--- src/rtl/mac_accumulator.sv ---
// Aligns sign/exponent/mantissa products to signed fixed point and accumulates
// i_last-delimited vectors, presenting each saturating sum on a valid/ready port.
module mac_accumulator #(
  parameter int ACC_W = 56,
  parameter int CNT_W = 8
) (
  input  logic                    clk,
  input  logic                    rstn,
  input  logic                    i_valid,
  output logic                    i_ready,
  input  logic                    i_sign,
  input  logic [4:0]              i_exp,
  input  logic [17:0]             i_mant,
  input  logic                    i_last,
  output logic                    o_valid,
  input  logic                    o_ready,
  output logic signed [ACC_W-1:0] o_acc,
  output logic                    o_sat,
  output logic [CNT_W-1:0]        o_cnt
);

  typedef enum logic [1:0] {IDLE, ACC, DONE} state_t;

  localparam logic [ACC_W-1:0] ACC_MAX = {1'b0, {(ACC_W-1){1'b1}}};
  localparam logic [ACC_W-1:0] ACC_MIN = {1'b1, {(ACC_W-1){1'b0}}};

  state_t               state, state_nx;
  logic                 s1_val, s1_last;
  logic [ACC_W-1:0]     s1_prod;
  logic [ACC_W-1:0]     mag, aligned;
  logic [ACC_W-1:0]     acc, base, acc_nx;
  logic [ACC_W:0]       sum_ext;
  logic                 ovf, take, sat;
  logic [CNT_W-1:0]     cnt, cnt_nx;

  // Ready depends on registers only, so there is no combinational path from o_ready.
  assign i_ready = !s1_val || (state != DONE);
  assign take    = s1_val && (state != DONE);

  always_comb begin
    mag     = ACC_W'(i_mant) << i_exp;
    aligned = i_sign ? (~mag + 1'b1) : mag;
  end

  always_ff @(posedge clk or negedge rstn) begin
    if (!rstn) begin
      s1_val  <= 1'b0;
      s1_last <= 1'b0;
      s1_prod <= '0;
    end else if (i_ready) begin
      s1_val <= i_valid;
      if (i_valid) begin
        s1_last <= i_last;
        s1_prod <= aligned;
      end
    end
  end

  // A fresh vector adds onto zero, which keeps one adder for both IDLE and ACC.
  always_comb begin
    base    = (state == IDLE) ? '0 : acc;
    sum_ext = {base[ACC_W-1], base} + {s1_prod[ACC_W-1], s1_prod};
    ovf     = sum_ext[ACC_W] ^ sum_ext[ACC_W-1];
    if (!ovf)
      acc_nx = sum_ext[ACC_W-1:0];
    else
      acc_nx = sum_ext[ACC_W] ? ACC_MIN : ACC_MAX;
    if (state == IDLE)
      cnt_nx = CNT_W'(1);
    else
      cnt_nx = (cnt == '1) ? cnt : cnt + CNT_W'(1);
  end

  always_comb begin
    state_nx = state;
    case (state)
      IDLE, ACC: if (s1_val) state_nx = s1_last ? DONE : ACC;
      DONE:      if (o_ready) state_nx = IDLE;
      default:   state_nx = IDLE;
    endcase
  end

  always_ff @(posedge clk or negedge rstn) begin
    if (!rstn) begin
      state <= IDLE;
      acc   <= '0;
      cnt   <= '0;
      sat   <= 1'b0;
    end else begin
      state <= state_nx;
      if (take) begin
        acc <= acc_nx;
        cnt <= cnt_nx;
        sat <= ((state == IDLE) ? 1'b0 : sat) | ovf;
      end
    end
  end

  assign o_valid = (state == DONE);
  assign o_acc   = acc;
  assign o_sat   = sat;
  assign o_cnt   = cnt;

endmodule

--- config.mk ---
export PLATFORM = sky130hd
export DESIGN_NAME = mac_accumulator
export DESIGN_NICKNAME = d
export VERILOG_FILES = /design/src/rtl/mac_accumulator.sv
export SDC_FILE = /design/constraint.sdc
export NUM_CORES = 1
export LEC_CHECK = 0
export ABC_AREA = 1
export CORE_ASPECT_RATIO = 1.2
export CORE_MARGIN = 4
export CORE_UTILIZATION = 50
export CTS_BUF_LIST = sky130_fd_sc_hd__clkbuf_4 sky130_fd_sc_hd__clkbuf_8
export DETAILED_ROUTE_END_ITERATION = 8
export PLACE_DENSITY = 0.79
export SKIP_LAST_GASP = 1
export SYNTH_ARGS = -nofsm -noshare
export SYNTH_HDL_FRONTEND = slang
export SYNTH_SLANG_ARGS = --single-unit
--- constraint.sdc ---
create_clock -name clk -period 3.15 [get_ports clk]
set_input_delay 0.63 -clock clk [delete_from_list [all_inputs] [get_ports clk]]
set_output_delay 0.63 -clock clk [all_outputs]
set_load 0.03 [all_outputs]
# Yosys cells after proc, flatten, opt, wreduce, memory -nomap -nowiden
# Cells that the tools add are included.
totals:
  reg_bits: 125
  inputBits: 29
  wordCells: 40
op_classes:
  n_bitwise: 3
  eq_ne: 7
  n_mux: 11
  n_reduce_logical: 8
  addsub: 3
  n_shift: 1
ops:
  columns: ["op", "n"]
  rows:
  - ["two-way mux 56 bit", 4]
  - ["adder 56 x 56 -> 57 bit", 1]
  - ["adder 56 x 1 -> 56 bit, second input constant", 1]
  - ["inverter 56 bit", 1]
  - ["left shift 18 x 5 -> 56 bit", 1]
  - ["two-way mux 8 bit", 2]
  - ["adder 8 x 1 -> 8 bit, second input constant", 1]
  - ["== test 8 bit, second input constant", 1]
  - ["two-way mux 2 bit", 3]
  - ["!= test 2 bit, second input constant", 3]
  - ["AND reduction 2 bit", 3]
  - ["case mux 2 bit (2 select lines)", 1]
  - ["== test 2 x 1 -> 1 bit, second input constant", 1]
  - ["== test 2 bit, second input constant", 1]
  - ["zero test 2 bit", 1]
  - ["!= test 2 x 1 -> 1 bit, second input constant", 1]
  - ["OR reduction 2 bit", 1]
  - ["logical AND 1 bit", 1]
  - ["zero test 1 bit", 1]
  - ["logical OR 1 bit", 1]
  - ["two-way mux 1 bit", 1]
  - ["OR 1 bit", 1]
  - ["XOR 1 bit", 1]

# Longest topological paths before layout
# Gate-level depths: netlist of the first run.
logic_depth:
  depth_word: 5
  mapped_depth: 24

# Worst setup path after synthesis of the first run
# No wires, ideal clock.
synth_path:
  path_kind: "register -> register"
  startpoint: "register state[0]"
  endpoint: "register acc[0], in the netlist o_acc[0]"
  stages_incl_launch_ff: 22
  t_arrival_ns: 3.179
  path_buffers: 3
  setup_ns: 0.144
  slack_ns: -0.173
  synth_period_minus_slack_ns: 3.323
  path_cell_list: "dfrtp_1 -> nor2_1 -> clkbuf_1 -> clkbuf_1 -> nor2_1 -> ha_1 -> inv_1 -> fa_1 -> inv_1 -> nand3_1 -> nand2_1 -> a21oi_2 -> inv_1 -> nand4_1 -> nand2_2 -> nand2_1 -> nand2_1 -> nand2_1 -> nand2_2 -> a21oi_4 -> buf_8 -> a22oi_2"
synth_via:
  elab_chain_len: 5
synth_lines:
  columns: ["item", "line_no", "source"]
  rows:
  - ["start, declared", "27", "state_t state, state_nx;"]
  - ["start signal, assigned", "90", "state <= state_nx;"]
  - ["zero test 2 bit", "61", "base = (state == IDLE) ? '0 : acc;"]
  - ["two-way mux 56 bit", "61", null]
  - ["adder 56 x 56 -> 57 bit", "62", "sum_ext = {base[ACC_W-1], base} + {s1_prod[ACC_W-1], s1_prod};"]
  - ["two-way mux 56 bit or XOR 1 bit (tied branches)", "67, 63", null]
  - ["two-way mux 56 bit", "64", "if (!ovf)"]
  - ["end signal, assigned", "92", "acc <= acc_nx;"]
  - ["end, declared", "31", "logic [ACC_W-1:0] acc, base, acc_nx;"]
# Parallel ways exist; a longest one is shown, timed or not.
# A chain may end at the register's enable or synchronous reset.

# Worst setup path in the final report of the first run
layout_path:
  startpoint: "register state[1]"
  endpoint: "register acc[28], in the netlist o_acc[28]"
# Same word-level chain as after synthesis.

==> impl_metrics.tcl, run 1 <==
set metrics [dict create \
    switchingPower_w 0.01044 \
    endpoint_kind "flop" \
    core_um2 24750 \
    status "complete, but fails checks" \
    cts_tree "built" \
    dp_hpwl_um 37160 \
    start_util 0.5074 \
    slew_viol_final 0 \
    die_y_um 181.6 \
    violations "negative setup slack" \
    comb_power_share 0.786 \
    p_leak_nw 8.788 \
    finalCriticalPeriod_ns 3.394 \
    clkLatencyLatePin_ns 0.49 \
    firstDrtPassIters 6 \
    cts_buffer_depth 2 \
    clock_sinks 125 \
    place.gp.congestion 1.042 \
    worstMarginPinSlew_ns 0.6182 \
    required_ns 3.50 \
    critical_path_class "reg -> reg" \
    async_reset_ff_frac 1.000 \
    dominantRegCellSynth "dfrtp_1" \
    synth_edf_count 0 \
    hold_buffers 0 \
    drtIter0Drc 1221 \
    num_vias 15271 \
    cp-start-kind "flop" \
    syn2layout_area_growth_pct 41.71 \
    netlist_area_um2 12560 \
    synth_nets 2064 \
    setup_violations 56 \
    grt_usage 0.3305 \
    row_count 63 \
    drive_gt1_frac 0.2751 \
    h-tree-depth 4 \
    synth_area_leaders "dfrtp_1 25%, nand2_1 17%, nand3_1 9.3%, nor2_1 7.3%, inv_1 6.2%" \
    synth_warnings 0 \
    r2r_start "state[1]" \
    path_max_fanout 8 \
    dieArea_um2 27730 \
    p_per_area_nw_per_um2 1138 \
    wire_per_inst_um 18.98 \
    clockRootBuffer "clkbuf_8" \
    power_w 0.02025 \
    first_global_vias 14604 \
    switching_share 0.5158 \
    grt_max_degree 53 \
    hold_viol_final 0 \
    ios 96 \
    hp-class "in -> async" \
    route.detailed.drc 0 \
    cp.arrival_ns 3.74 \
    dp_slack_ns -0.3660 \
    buffer_ports.inserted 95 \
    grt_first_pass_wirelength_um 73720 \
    diodes 0 \
    syn_avg_cell_area_um2 6.355 \
    antenna_found_initial 0 \
    internal_power_w 0.009803 \
    maxCapViolations 0 \
    finalCritPeriodShare 1.078 \
    overflow 0 \
    worst_slack_ns -0.2441 \
    synth_seq_area_share 0.2491 \
    synth_cell_types 51 \
    drtAntennaViolNets 0 \
    drt_wl_total_um 50940 \
    syn_inst 1976 \
    reg2regPathDepth 21 \
    fin_nets 2434 \
    skew_ns 0.01125 \
    rsz0062_at_grt "true" \
    synth_top_area_frac 0.2491 \
    clockPowerShare 0.083 \
    pwr-share-seq 0.131 \
    viasPerCell 5.690 \
    dieWidth_um 152.7 \
    synth_area_leader_cell "dfrtp_1" \
    fmax_ghz 0.2946 \
    synth-seq-cells 125 \
    path_clk_slew_ns 0.08 \
    r2r-end "o_acc[28]" \
    r2r_setup_slack_ns -0.24 \
    slew-limit-headroom 0.5879 \
    vdd_drop_max_mv 0.5246 \
    cts_buffers 17 \
]
[through the flow]
step / cells / utilization / instance area (um2) / TNS, ns / hold slack, ns
global placement: 2585 / 0.6302 / 15600 / -9.854 / 0.4742
finish: 2684 / 0.7190 / 17800 / -12.49 / 0.1480
detailed placement: 2585 / 0.6302 / 15600 / -13.84 / 0.4757
global route: 2684 / 0.7190 / 17800 / -14.94 / 0.1981
CTS: 2640 / 0.6645 / 16450 / -3.671 / 0.1587
floorplan: 1976 / - / 12560 / 0 / 0.3344
[timing repair]
action / in CTS / in global routing
cloned: 4 / 8
pin swaps: 5 / 68
buffers inserted: 19 / 37
gates resized for setup: 34 / 226
setup endpoints to repair: 56 / 84
[logic make-up after synthesis]
family,Yosys count,share of synthesized area
AO/OA/AOI/OAI,292,0.1570
adder cells (fa/ha/maj),59,0.05938
flip-flops,125,0.2491
AND/OR/NAND/NOR,1136,0.3875
XOR/XNOR,74,0.05161
buffers and inverters,290,0.09545
[critical path, stage by stage, from the launching register on]
cell,delay [ns]
dfrtp_1,0.42
nor2_4,0.20
buf_12,0.14
buf_8,0.12
buf_12,0.14
nor2_2,0.04
ha_1,0.33
a21oi_2,0.20
inv_1,0.07
a31oi_1,0.18
buf_4,0.18
o21ai_2,0.07
nand2_1,0.08
nand3_2,0.09
nor2_4,0.14
nand2_2,0.08
nand2_4,0.10
nand2_4,0.07
a21oi_4,0.20
buf_12,0.17
buf_16,0.15
a22oi_2,0.06
[cell usage in the layout, fill, tap and decap left out, drive strengths merged, types with 2 or more instances in the layout]
cell,count
a22oi,49
nand3,242
xor2,50
inv,220
nor4,3
clkbuf,25
nor3b,3
dfrtp,125
a31oi,11
and3,3
a211oi,2
nor2,260
nand3b,7
nand4,21
nand2,569
bufinv,5
o21bai,7
clkinv,12
nor3,22
a21o,10
xnor2,24
a21oi,92
clkdlybuf4s50,93
o21ai,105
ha,58
a21boi,4
buf,316
o21a,8
and2,4
or2,2
[layer usage]
metal / wire length (um) / vias up / global-route usage
met5: 0 / - / 0
met4: 3535 / 0 / 0.1847
met3: 2980 / 227 / 0.03933
met2: 25670 / 701 / 0.6128
met1: 18760 / 7157 / 0.3642
li1: - / 7186 / -
[power groups by stage]
stage                     registers (W)  clock network, W  logic (W)
after detailed placement        0.00264                 0     0.0120
after CTS                       0.00261           0.00168     0.0128
after floorplan                 0.00326                 0    0.00714
final                           0.00265           0.00167     0.0159
after global routing            0.00270           0.00174     0.0169
after global placement          0.00262                 0     0.0118
[cells in the mapped netlist, types with 2 or more instances]
master      n
a211oi_1    2
or2_2       2
a21o_1     10
buf_1      14
a31oi_1    11
clkinv_1    6
o21ai_0    75
buf_2      16
nor2_1    245
a21oi_2    10
nor2_4      3
a21oi_1    81
dfrtp_1   125
a21boi_0    3
buf_8       5
o21a_1      8
nor3b_1     3
o21ai_2     4
a22oi_1     5
xnor2_1    24
nand3_1   234
xor2_1     50
a22oi_2    44
and3_1      3
buf_4       7
nor3_1     20
inv_2      11
o21bai_1    7
nor3_2      2
ha_1       58
nand3b_1    7
nand2_1   557
nor2_2     12
and2_1      4
clkbuf_1   23
inv_1     207
nand3_2     8
o21ai_1    26
nor4_2      2
nand2_2    12
nand4_1    20
[registers in the layout, indices dropped and copies added (netlist names)]
| signal | cells |
|---|---|
| o_cnt | 8 |
| o_sat | 1 |
| s1_val | 1 |
| s1_last | 1 |
| state | 2 |
| s1_prod | 56 |
| o_acc | 56 |
[area by class of cell]
type	count	area, um2
Multi-Input combinational cell	1561	9170
Clock buffer	18	241.5
Fill cell	1936	6955
Sequential cell	125	3128
Tap cell	325	406.6
Timing Repair Buffer	417	3785
Clock inverter	14	216.5
Inverter	224	848.3
[how the worst max path moves through the flow]
stage,endpoint,startpoint,cells past startpoint
final,o_acc[28],state[1],21
after detailed placement,s1_prod[55],i_exp[1],16
after global routing,o_acc[3],state[0],21
after floorplan,o_acc[0],state[0],21
after CTS,o_acc[36],state[0],21
after global placement,s1_prod[45],i_exp[1],20
Power figures use the tool's default switching activity.
==> run 2, diff against run 1 <==
--- a/config.mk
+++ b/config.mk
@@ -6,12 +6,15 @@
 export NUM_CORES = 1
 export LEC_CHECK = 0
 export ABC_AREA = 1
+export CELL_PAD_IN_SITES_DETAIL_PLACEMENT = 1
+export CELL_PAD_IN_SITES_GLOBAL_PLACEMENT = 1
 export CORE_ASPECT_RATIO = 1.2
 export CORE_MARGIN = 4
-export CORE_UTILIZATION = 50
+export CORE_UTILIZATION = 39
 export CTS_BUF_LIST = sky130_fd_sc_hd__clkbuf_4 sky130_fd_sc_hd__clkbuf_8
 export DETAILED_ROUTE_END_ITERATION = 8
-export PLACE_DENSITY = 0.79
+export PLACE_DENSITY = 0.85
+export REMOVE_ABC_BUFFERS = 1
 export SKIP_LAST_GASP = 1
 export SYNTH_ARGS = -nofsm -noshare
 export SYNTH_HDL_FRONTEND = slang
==> run 2 against run 1 <==
The run ends with design-rule violations, negative setup slack left. Via count is 13% higher. Worst hold slack worse by 0.072 ns. Worst setup slack worse by 0.53 ns. Register-to-register slack worse by 0.53 ns. Highest routed layer unchanged. Die area is 27% higher. Sequential share of layout area is 0.58 points lower.
==> impl_metrics.tcl, run 2 (synthesis results as in run 1) <==
set metrics [dict create \
    hold_buffers 0 \
    dp_hpwl_um 43720 \
    crit_top_cell "nor2_1" \
    die_y_um 204.6 \
    dieArea_um2 35150 \
    core_um2 31540 \
    cp-start-kind "flop" \
    clockRootBuffer "clkbuf_8" \
    viasPerCell 6.207 \
    skew_ns 0.02842 \
    utilization 0.5837 \
    setup_violations 58 \
    p_leak_nw 8.944 \
    cp.arrival_ns 4.37 \
    finalCritPeriodShare 1.245 \
    grt_max_degree 126 \
    critPathBufInv 3 \
    violations "design-rule violations, negative setup slack" \
    grt_first_pass_wirelength_um 88500 \
    rsz0062_at_grt "true" \
    buffer_ports.inserted 95 \
    h-tree-depth 4 \
    fin_nets 2464 \
    overflow 0 \
    dpl.cell_count 2663 \
    cts_buffers 17 \
    required_ns 3.60 \
    firstDrtPassIters 9 \
    fmax_ghz 0.2549 \
    dieWidth_um 171.8 \
    cp_cell_sequence "nor2_4 > buf_6 > buf_16 > nor2_1 > ha_1 > nand2_1 > nor2_1 > nor2_1 > nor2_1 > o21ai_0 > nand2_1 > a21oi_1 > o21ai_1 > buf_4 > xor2_1 > nand2_1 > a21oi_2" \
    num_vias 17331 \
    fin_hold_ws_ns 0.07562 \
    internal_power_w 0.01052 \
    r2r_start "state[0]" \
    p_per_area_nw_per_um2 1292 \
    wire_per_inst_um 26.99 \
    cpMaxStageDelayCell "o21ai_0" \
    path_max_fanout 5 \
    max_stage_delay_ns 0.74 \
    first_global_vias 16364 \
    start_util 0.3982 \
    ios 96 \
    slew_viol_final 0 \
    drive_gt1_frac 0.3026 \
    clockPowerShare 0.063 \
    mostFrequentLayoutCell "nand2_1" \
    cts_buffer_depth 2 \
    slew-limit-headroom 0.3621 \
    endpoint_kind "flop" \
    path_clk_slew_ns 0.11 \
    pwr-share-seq 0.117 \
    hp-class "in -> async" \
    vdd_drop_max_mv 0.4627 \
    antenna_found_initial 2 \
    maxCapViolations 0 \
    grt_usage 0.3208 \
    hold_viol_final 0 \
    finalCriticalPeriod_ns 3.922 \
    fin_cells 2792 \
    place.gp.congestion 0.9964 \
    final_cell_mix "490 x nand2_1, 311 x buf_4, 226 x nand3_1" \
    drtAntennaViolNets 0 \
    cp-startpoint "state[0]" \
    comb_power_share 0.820 \
    dpl_cell_area_um2 15730 \
    worstMarginPinSlew_ns 0.9468 \
    worst_slack_ns -0.7724 \
    clkLatencyLatePin_ns 0.53 \
    cts_tree "built" \
    drtIter0Drc 1471 \
    status "complete, but fails checks" \
    syn2layout_area_growth_pct 46.57 \
    design_area_um2 18410 \
    critPathTopFamily "compound AO/OA/AOI/OAI gates" \
    row_count 71 \
    dp_slack_ns -0.3897 \
    critical_path_class "reg -> reg" \
    clock_sinks 125 \
    drt_wl_total_um 75350 \
    route.detailed.drc 1 \
    switching_share 0.5580 \
    switchingPower_w 0.01327 \
]
-- run 2: cell types whose count changed in the layout (fill, tap and decap cells not counted), moves of 4 or more --
| cell | change |
|---|---|
| buf_4 | +20 |
| a21oi_2 | -5 |
| ha_1 | -13 |
| ha_4 | +13 |
| bufinv_16 | -4 |
| nand2_1 | -20 |
| o21ai_1 | -6 |
| clkbuf_16 | +4 |
| inv_1 | -9 |
| nor2_1 | -5 |
| inv_6 | +4 |
| nand2_2 | +18 |
| buf_6 | +5 |
| inv_2 | +11 |
-- run 2: worst paths after layout --
path / endpoint / slack (ns) / cells after the start
worst max register to register: o_acc[54] / -0.77 / 17
worst max-delay path: o_acc[54] / -0.77 / 17
worst min register to register: s1_prod[29] / 0.52 / 2
max in group asynchronous: o_acc[4] / 2.26 / 2
min in group clk: s1_prod[29] / 0.52 / 2
worst min-delay path: o_acc[7] / 0.08 / 2
-- run 2: power by group through the flow --
stage | Combinational (W) | Clock, W | Sequential, W
global placement | 0.0123 | 0 | 0.00264
floorplan | 0.00688 | 0 | 0.00326
finish | 0.0195 | 0.00150 | 0.00279
global route | 0.0200 | 0.00153 | 0.00280
CTS | 0.0139 | 0.00145 | 0.00265
detailed placement | 0.0128 | 0 | 0.00267
-- run 2: layer usage --
| layer | vias to the layer above | wire length (um) | track usage |
|---|---|---|---|
| met4 | 0 | 8397 | 0.1949 |
| met3 | 592 | 6658 | 0.04169 |
| met2 | 1066 | 35250 | 0.5924 |
| li1 | 7270 | - | - |
| met5 | - | 0 | 0 |
| met1 | 8403 | 25050 | 0.3422 |
-- run 2: stage by stage --
stage / power [W] / setup TNS [ns]
after detailed placement: 0.01551 / -18.01
after CTS: 0.01803 / -3.685
after global placement: 0.01495 / -5.596
final: 0.02379 / -26.30
after floorplan: 0.01014 / -140.50
after global routing: 0.02432 / -33.22
-- run 2: repair_timing --
action / in CTS / in global routing
setup endpoints to repair: 56 / 80
endpoints found under the hold margin: 0 / 0
cloned: 5 / 13
pin swaps: 16 / 70
buffers inserted: 16 / 64
resized for setup: 61 / 262
-- run 2: final cells by class --
type | count | area [um2]
tap | 401 | 501.7
inverter | 224 | 843.3
antenna | 2 | 5.005
fill | 4026 | 13130
timing repair buffer | 447 | 4114
clock inverter | 14 | 136.4
multi-input combinational | 1561 | 9437
sequential | 125 | 3128
clock buffer | 18 | 241.5
==> run 3, diff against run 2 <==
--- a/config.mk
+++ b/config.mk
@@ -9,7 +9,6 @@
 export CELL_PAD_IN_SITES_DETAIL_PLACEMENT = 1
 export CELL_PAD_IN_SITES_GLOBAL_PLACEMENT = 1
 export CORE_ASPECT_RATIO = 1.2
-export CORE_MARGIN = 4
 export CORE_UTILIZATION = 39
 export CTS_BUF_LIST = sky130_fd_sc_hd__clkbuf_4 sky130_fd_sc_hd__clkbuf_8
 export DETAILED_ROUTE_END_ITERATION = 8
==> run 3 against run 2 <==
The flow still finishes with violations (design-rule violations, negative setup slack). Die area is 6.3% lower. Sequential power is 3% lower. Worst setup slack better by 0.56 ns. Core utilization is 3.0 points lower. Sequential cell count stayed put. First-iteration DRC count is 40% lower. Fmax is 17% higher. Via count is 11% lower. Power is 16% lower. Cell area is 5.1% lower. Count of clock-buffer cells in the layout stayed put. Clock power is 7% lower. Highest routed layer unchanged.
==> impl_metrics.tcl, run 3 (synthesis results as in run 1) <==
set metrics [dict create \
    maxCapViolations 0 \
    cp-start-kind "flop" \
    overflow 0 \
    r2r-end "o_acc[37]" \
    finalCriticalPeriod_ns 3.365 \
    worst_slack_ns -0.2155 \
    final_cell_mix "527 x nand2_1, 288 x buf_4, 226 x nand3_1" \
    buffer_ports.inserted 95 \
    skew_ns 0.01459 \
    hold_buffers 0 \
    dieArea_um2 32920 \
    path_clk_slew_ns 0.09 \
    grt_max_degree 59 \
    fin_nets 2426 \
    slew-limit-headroom 0.4045 \
    dieWidth_um 165.8 \
    hp-class "in -> async" \
    comb_power_share 0.794 \
    finalCritPeriodShare 1.068 \
    cts_tree "built" \
    wire_per_inst_um 21.59 \
    mostFrequentLayoutCell "nand2_1" \
    fmax_ghz 0.2971 \
    rsz0062_at_grt "true" \
    viasPerCell 5.630 \
    drive_gt1_frac 0.2595 \
    syn2layout_area_growth_pct 39.03 \
    h-tree-depth 4 \
    ios 96 \
    firstDrtPassIters 7 \
    diodes 0 \
    r2r_start "state[0]" \
    p_per_area_nw_per_um2 1145 \
    route.detailed.drc 14 \
    clkLatencyLatePin_ns 0.53 \
    required_ns 3.59 \
    critical_path_class "reg -> reg" \
    grt_first_pass_wirelength_um 88220 \
    row_count 71 \
    core_um2 31540 \
    reg2regPathDepth 16 \
    endpoint_kind "flop" \
    dp_hpwl_um 42930 \
    first_global_vias 16444 \
    cts_buffer_depth 2 \
    violations "design-rule violations, negative setup slack" \
    vdd_drop_max_mv 0.5106 \
    place.gp.congestion 0.9878 \
    status "complete, but fails checks" \
    grt_usage 0.3473 \
    num_vias 15494 \
    clock_sinks 125 \
    hold_viol_final 0 \
    internal_power_w 0.009150 \
    p_leak_nw 8.610 \
    die_y_um 198.6 \
    clockPowerShare 0.070 \
    cp-startpoint "state[0]" \
    setup_violations 56 \
    worstMarginPinSlew_ns 0.8932 \
    pwr-share-seq 0.136 \
    switching_share 0.5421 \
    slew_viol_final 0 \
    drt_wl_total_um 59420 \
    utilization 0.5536 \
    path_max_fanout 9 \
    antenna_found_initial 0 \
    switchingPower_w 0.01083 \
    cts_buffers 17 \
    drtIter0Drc 885 \
    drtAntennaViolNets 0 \
    power_w 0.01998 \
    r2r_setup_slack_ns -0.22 \
    clockRootBuffer "clkbuf_8" \
    cp.arrival_ns 3.81 \
    start_util 0.3982 \
    fillCellCount 4101 \
]
[run 3: changes by cell type in the layout (fill, tap and decap cells not counted), sizes merged]
cell | before | now
clkinv | 10 | 7
bufinv | 1 | 0
diode | 2 | 0
clkbuf | 29 | 21
buf | 343 | 313
inv | 224 | 228
[run 3: metrics by stage]
stage | area [um2] | hold slack (ns) | instances | setup WS (ns) | TNS [ns]
after floorplan | 12200 | 0.3344 | 1910 | -2.154 | -140.50
after global placement | 15850 | 0.4765 | 2678 | -0.1660 | -6.737
after detailed placement | 15850 | 0.4808 | 2678 | -0.2856 | -14.36
after CTS | 16940 | 0.07106 | 2741 | -0.1042 | -1.733
after global routing | 17460 | 0.1092 | 2752 | -0.3036 | -12.79
final | 17460 | 0.07027 | 2752 | -0.2155 | -7.541
[run 3: worst max path at each step]
stage | to
after CTS | o_acc[14]
after global routing | o_acc[40]
after global placement | s1_prod[49]
after floorplan | o_acc[36]
final | o_acc[37]
after detailed placement | s1_prod[44]
[run 3: layout make-up]
| class | count | area (um2) | share of cell area |
|---|---|---|---|
| Clock buffer | 18 | 247.7 | 0.01419 |
| Tap cell | 401 | 501.7 | 0.02874 |
| Multi-Input combinational cell | 1561 | 8975 | 0.5140 |
| Inverter | 224 | 840.8 | 0.04816 |
| Clock inverter | 14 | 121.4 | 0.006951 |
| Sequential cell | 125 | 3128 | 0.1792 |
| Timing Repair Buffer | 409 | 3645 | 0.2088 |
[run 3: worst max-delay path, cell delays in order (launching register included)]
cell,delay [ns]
dfrtp_1,0.43
nor2_4,0.16
buf_8,0.15
buf_12,0.12
buf_16,0.13
nor2_1,0.05
ha_2,0.39
nand2_2,0.11
nor2_1,0.22
inv_1,0.17
nor3_2,0.29
nand4_1,0.16
nand3_2,0.16
buf_4,0.13
xor2_1,0.29
nand2_1,0.13
a22oi_2,0.18
[run 3: what timing repair did]
action / CTS / global route
buffers inserted: 25 / 11
gates resized for setup: 102 / 105
cloned: 6 / 3
endpoints found under the setup margin: 56 / 72
pin swaps: 23 / 34
[run 3: layer usage]
metal  share of wire  global-route usage
met5               0                   0
met4           0.074              0.2430
met3           0.044             0.04039
met2            0.52              0.6612
met1            0.36              0.3566
[run 3: power groups by stage]
stage	Sequential [W]	Clock, W	Combinational, W
CTS	0.00265	0.00141	0.0144
global placement	0.00263	0	0.0124
global route	0.00275	0.00148	0.0167
detailed placement	0.00268	0	0.0129
floorplan	0.00326	0	0.00688
finish	0.00271	0.00140	0.0159
